`config.mk`:
```
export PLATFORM = sky130hd
export DESIGN_NAME = mul_adder
export DESIGN_NICKNAME = d
export VERILOG_FILES = /design/src/rtl/mul_adder_pkg.sv /design/src/rtl/mul_adder_cla.sv /design/src/rtl/mul_adder.sv
export SDC_FILE = /design/constraint.sdc
export NUM_CORES = 1
export LEC_CHECK = 0
export BUFFER_PORTS_ARGS = -buffer_cell sky130_fd_sc_hd__clkbuf_2
export CORE_MARGIN = 4
export CORE_UTILIZATION = 53
export CTS_BUF_LIST = sky130_fd_sc_hd__clkbuf_2
export DETAILED_ROUTE_END_ITERATION = 8
export GPL_ROUTABILITY_DRIVEN = 0
export PLACE_DENSITY = 0.82
export SETUP_SLACK_MARGIN = 0.05
export SYNTH_ARGS = -nofsm -noshare
export SYNTH_HDL_FRONTEND = slang
export SYNTH_SLANG_ARGS = --single-unit
```
`constraint.sdc`:
```
create_clock -name clk -period 0.8 [get_ports clk]
set_input_delay 0.12 -clock clk [delete_from_list [all_inputs] [get_ports clk]]
set_output_delay 0.12 -clock clk [all_outputs]
set_load 0.05 [all_outputs]
```
`src/rtl/mul_adder_pkg.sv`:
```
// -----------------------------------------------------------------------------
// mul_adder_pkg
//   Shared CPU multiply/accumulate width constants.
//   MUL_OP_WIDTH   : width of one multiplier source operand
//   MUL_PROD_WIDTH : width of the full product (HI:LO)
//   MADD_WIDTH     : default datapath width of the multiply-accumulate adder
// -----------------------------------------------------------------------------
package mul_adder_pkg;

    localparam int unsigned MUL_OP_WIDTH   = 32;
    localparam int unsigned MUL_PROD_WIDTH = 2 * MUL_OP_WIDTH;
    localparam int unsigned MADD_WIDTH     = MUL_PROD_WIDTH;

endpackage : mul_adder_pkg

```
`src/rtl/mul_adder_cla.sv`:
```
// -----------------------------------------------------------------------------
// cla_adder
//   WIDTH-bit carry-lookahead adder built from 4-bit lookahead groups.
//   Level 1 resolves carries inside each group from the group carry-in;
//   level 2 derives each group carry-in from the previous group's
//   generate/propagate pair.
// Ports:
//   i_a, i_b : addends (WIDTH)
//   i_cin    : carry-in
//   o_sum    : i_a + i_b + i_cin modulo 2^WIDTH (carry-out discarded)
// -----------------------------------------------------------------------------
module cla_adder #(
    parameter int unsigned WIDTH = 64
) (
    input  logic [WIDTH-1:0] i_a,
    input  logic [WIDTH-1:0] i_b,
    input  logic             i_cin,
    output logic [WIDTH-1:0] o_sum
);

    // Datapath is padded up to a whole number of 4-bit groups.
    localparam int unsigned NG = (WIDTH + 3) / 4;
    localparam int unsigned WP = NG * 4;

    logic [WP-1:0] w_a;
    logic [WP-1:0] w_b;
    logic [WP-1:0] w_g;
    logic [WP-1:0] w_p;
    logic [WP-1:0] w_c;

    always_comb begin
        logic w_gc;
        logic w_gg;
        logic w_gp;

        w_a = '0;
        w_b = '0;
        w_a[WIDTH-1:0] = i_a;
        w_b[WIDTH-1:0] = i_b;
        w_g = w_a & w_b;
        w_p = w_a ^ w_b;
        w_c = '0;
        w_gc = i_cin;
        w_gg = 1'b0;
        w_gp = 1'b0;

        for (int unsigned k = 0; k < NG; k++) begin
            // level 1: carries into each bit of the group
            w_c[4*k]   = w_gc;
            w_c[4*k+1] = w_g[4*k] | (w_p[4*k] & w_gc);
            w_c[4*k+2] = w_g[4*k+1] | (w_p[4*k+1] & w_g[4*k])
                       | (w_p[4*k+1] & w_p[4*k] & w_gc);
            w_c[4*k+3] = w_g[4*k+2] | (w_p[4*k+2] & w_g[4*k+1])
                       | (w_p[4*k+2] & w_p[4*k+1] & w_g[4*k])
                       | (w_p[4*k+2] & w_p[4*k+1] & w_p[4*k] & w_gc);

            // level 2: group generate/propagate feed the next group carry
            w_gg = w_g[4*k+3] | (w_p[4*k+3] & w_g[4*k+2])
                 | (w_p[4*k+3] & w_p[4*k+2] & w_g[4*k+1])
                 | (w_p[4*k+3] & w_p[4*k+2] & w_p[4*k+1] & w_g[4*k]);
            w_gp = &w_p[4*k +: 4];
            w_gc = w_gg | (w_gp & w_gc);
        end

        o_sum = w_p[WIDTH-1:0] ^ w_c[WIDTH-1:0];
    end

endmodule : cla_adder

```
`src/rtl/mul_adder.sv`:
```
// -----------------------------------------------------------------------------
// mul_adder
//   Final stage of the multiplier: adds the carry-save product words A and B,
//   optionally accumulating into / subtracting from C_ (MADD/MSUB), and
//   registers the result. Latency 1, throughput 1 per cycle.
// Ports:
//   clk   : clock, rising edge
//   rst_n : asynchronous active-low reset, clears res
//   A     : carry-save sum word of the product (WIDTH)
//   B     : carry-save carry word of the product, pre-aligned (WIDTH)
//   C_    : accumulator operand (WIDTH)
//   a_s   : 0 = C_ + P, 1 = C_ - P (only when en_c = 1)
//   en_c  : 0 = res <= P, 1 = combine with C_
//   res   : registered result (WIDTH)
// -----------------------------------------------------------------------------
module mul_adder
    import mul_adder_pkg::*;
#(
    parameter int unsigned WIDTH = MADD_WIDTH
) (
    input  logic             clk,
    input  logic             rst_n,
    input  logic [WIDTH-1:0] A,
    input  logic [WIDTH-1:0] B,
    input  logic [WIDTH-1:0] C_,
    input  logic             a_s,
    input  logic             en_c,
    output logic [WIDTH-1:0] res
);

    logic             w_sub;
    logic [WIDTH-1:0] w_x;
    logic [WIDTH-1:0] w_y;
    logic [WIDTH-1:0] w_z;
    logic [WIDTH-1:0] w_csa_sum;
    logic [WIDTH-1:0] w_csa_carry;
    logic [WIDTH-1:0] w_cpa_sum;

    // Operand select. Subtraction is C_ + ~A + ~B + 2: the two +1 terms are
    // the CPA carry-in and a 1 dropped into the empty bit 0 of the shifted
    // carry word.
    always_comb begin
        w_sub = en_c & a_s;
        w_x   = w_sub ? ~A : A;
        w_y   = w_sub ? ~B : B;
        w_z   = en_c ? C_ : '0;
    end

    // 3:2 compression; majority bit WIDTH-1 would shift out and is dropped.
    always_comb begin
        w_csa_sum   = w_x ^ w_y ^ w_z;
        w_csa_carry = {(w_x[WIDTH-2:0] & w_y[WIDTH-2:0])
                     | (w_x[WIDTH-2:0] & w_z[WIDTH-2:0])
                     | (w_y[WIDTH-2:0] & w_z[WIDTH-2:0]), w_sub};
    end

    cla_adder #(
        .WIDTH (WIDTH)
    ) u_cla (
        .i_a   (w_csa_sum),
        .i_b   (w_csa_carry),
        .i_cin (w_sub),
        .o_sum (w_cpa_sum)
    );

    always_ff @(posedge clk or negedge rst_n) begin
        if (!rst_n) begin
            res <= '0;
        end else begin
            res <= w_cpa_sum;
        end
    end

endmodule : mul_adder

```
==> flow_summary.toml <==
[outcome]
outcome = "complete, but fails checks"
failed_checks = "negative setup slack"

[route]
post-route-drc-count = 0
drt_pre_antenna_iters = 7
dr_total_vias = 9593
drt-total-wl_um = 33800
vias_per_cell = 6.31
wl_per_cell_um = 22.2
drtIter0Drc = 924
detail-route-antenna-nets = 0

[logic_synthesis]
synth_cells = 838
synth_commonest_cells = "95 x sky130_fd_sc_hd__xor2_1, 84 x sky130_fd_sc_hd__nand2_1, 83 x sky130_fd_sc_hd__xnor2_1"
netlist_top_cells_area = "sky130_fd_sc_hd__dfrtp_1 21%, sky130_fd_sc_hd__xor2_1 11%, sky130_fd_sc_hd__ha_1 10%"
synth.cell_area_sq_um = 7680
yosys_warnings = 0
mean_instance_size_in_the_synthesized_netlist_sq_um = 9.17
synth_top_cell_by_area = "sky130_fd_sc_hd__dfrtp_1"
netlist.area_leader.share_pct = 20.9
synth-seq-area-share_pct = 20.9
async_reset_ff_share_pct = 100
synthFlopType = "sky130_fd_sc_hd__dfrtp_1"
synthMostInstantiatedCell = "sky130_fd_sc_hd__xor2_1"
synth-seq-cells = 64
yosys.cell_types.count = 51
synth_enable_flop_cells = 0
synthesis.nets = 1112

[final_layout]
area.growth.synth_to_final_pct = 65.0
flip_flop_count_of_the_largest_register_after_layout = 64
post-route-cell-area_sq_um = 12700
drive_gt1_share_pct = 49.6
finalCoreUtilization_pct = 90.3
layout.cells.non_filler = 1520
registers.top_by_ff_count = "res"
final_net_count = 1607
registers_with_the_most_flip_flops = "res (64)"

[global_route]
track_usage_pct = 33.7
met2_usage_pct = 60.4
use_met1_pct = 37.9
grt_start_max_net_pins = 51
grt_antenna_before_repair = 2
top_usage_layer = "met2"
globalRouteMet3Util_pct = 5.11
grt_first_pass_wirelength_um = 44500
global_route_congestion_overflow_total = 0
first_global_vias = 9380

[timing]
worst_hold_slack_ns = 0.0191
final_cycle_utilization_of_the_critical_path_pct = 417
relSlewSlack_pct = 68.9
worstMarginPinSlew_ns = 0.464
period_needed_ns = 3.33
fmaxAchievable_mhz = 300
slew_violations = 0
grt_setup_unrepaired = "yes"
fin_ws_ns = -2.53
fin_setup_tns_ns = -153.03
setup_viol_count_final = 128
hold_violation_count_in_the_final_report = 0

[power_and_ir_drop]
ir_worst_vdd_v = 0.00152
power_density_nw_per_um2 = 2420
p_leak_nw = 6.25
power.total_mw = 30.7

[worst_setup_path]
startpoint_type = "input port"
setup.worst_path.class = "in2reg"
required_ns = 1.30
crit_path_max_fanout = 14
cp_data_arrival_time_ns = 3.84
setup.worst_path.end_class = "flip-flop"
worst_setup_path_start = "a_s"

[clock_network]
number_of_buffers_created_by_cts = 9
cts.root.buffer_cell = "sky130_fd_sc_hd__clkbuf_2"
cts_max_level = 3
tritoncts = "yes"
clkTransAtPathRegs_ns = 0.24
tritoncts_num_sinks = 64
ctsLongestPathBuffers = 2

[place]
placedInstanceArea_sq_um = 11300
count_of_input_and_output_buffers = 259
dpl.cell_count = 1474
hpwl_um = 21100
placement.setup.worst_slack_ns = -3.03

[floorplan]
die_w_um = 128
io_pins = 260
start_util_pct = 54.7
die_area_sq_um = 16500
die_h_um = 128
placement_rows = 43
core_area_sq_um = 14000

[worst_hold_path]
timing.hold.worst.class = "in2async"

[flow_run]
maxCapViolations = 0
-- routing by layer --
metal / vias up / wire [um] / share of wire [%]
met5: - / 0 / 0
met4: 0 / 2740 / 8.1
met3: 229 / 2940 / 8.7
met2: 721 / 16600 / 49
met1: 4520 / 11400 / 34
li1: 4123 / - / -
-- final cells by class --
type	count	area, sq um
repair buffers	512	3990
diodes	2	5.00
fillers	577	1370
multi-input cells	738	6690
flip-flops and latches	64	1600
inverters	8	30.0
clock buffers	10	50.0
well taps	180	225
clock inverters	6	83.8
-- final timing paths --
kind | to | slack [ns]
setup / recovery | res[53] | -2.53
hold / removal | res[18] | 0.02
max in group asynchronous | res[34] | 0.54
min in group clk | res[63] | 0.04
-- worst max-delay path, cell delays in order --
cell	delay [ns]
sky130_fd_sc_hd__clkbuf_16	0.15
sky130_fd_sc_hd__buf_16	0.17
sky130_fd_sc_hd__mux2i_1	0.09
sky130_fd_sc_hd__o21ai_0	0.32
sky130_fd_sc_hd__a32o_1	0.25
sky130_fd_sc_hd__ha_4	0.23
sky130_fd_sc_hd__nand4_1	0.25
sky130_fd_sc_hd__nor3_1	0.09
sky130_fd_sc_hd__a22o_1	0.23
sky130_fd_sc_hd__o2111a_2	0.33
sky130_fd_sc_hd__o31ai_4	0.22
sky130_fd_sc_hd__o21bai_2	0.11
sky130_fd_sc_hd__a21o_1	0.17
sky130_fd_sc_hd__a21o_1	0.18
sky130_fd_sc_hd__a21o_1	0.19
sky130_fd_sc_hd__a21o_1	0.19
sky130_fd_sc_hd__fa_2	0.37
sky130_fd_sc_hd__xor2_1	0.15
-- where the power goes --
group	internal, mW	switching (mW)	total [mW]
sequential	4.77	1.20	5.96
clock	1.03	1.50	2.53
combinational	9.81	12.4	22.2
total	15.6	15.1	30.7
-- logic make-up after synthesis --
family,after synthesis,share of synthesized area [%]
AOI/OAI and AO/OA,229,21.4
xor gates and xnor gates,178,20.3
adders and majority gates,78,14.2
buffers and inverters,36,1.76
DFF,64,20.9
muxes,62,8.08
and+or+nand+nor,191,13.5
-- layout by cell type, fill, tap and decap left out, types with 11 or more instances in the layout --
cell	n
sky130_fd_sc_hd__a21o_1	27
sky130_fd_sc_hd__a21oi_1	11
sky130_fd_sc_hd__a21oi_2	24
sky130_fd_sc_hd__a32o_1	44
sky130_fd_sc_hd__a32o_2	18
sky130_fd_sc_hd__buf_4	230
sky130_fd_sc_hd__buf_6	37
sky130_fd_sc_hd__buf_8	40
sky130_fd_sc_hd__clkbuf_2	202
sky130_fd_sc_hd__dfrtp_1	64
sky130_fd_sc_hd__fa_2	14
sky130_fd_sc_hd__ha_1	40
sky130_fd_sc_hd__ha_4	21
sky130_fd_sc_hd__mux2i_1	60
sky130_fd_sc_hd__nand2_1	79
sky130_fd_sc_hd__nand3b_1	62
sky130_fd_sc_hd__o21ai_0	48
sky130_fd_sc_hd__o21ai_1	20
sky130_fd_sc_hd__xnor2_1	76
sky130_fd_sc_hd__xor2_1	94
-- repair_timing --
item	CTS	global route
endpoints found under the setup margin	128	128
hold buffers	1	0
pin swaps	21	62
hold endpoints to repair	64	0
setup buffers	13	12
gates cloned	2	0
resized for setup	147	187
(Power assumes the default switching activity.)
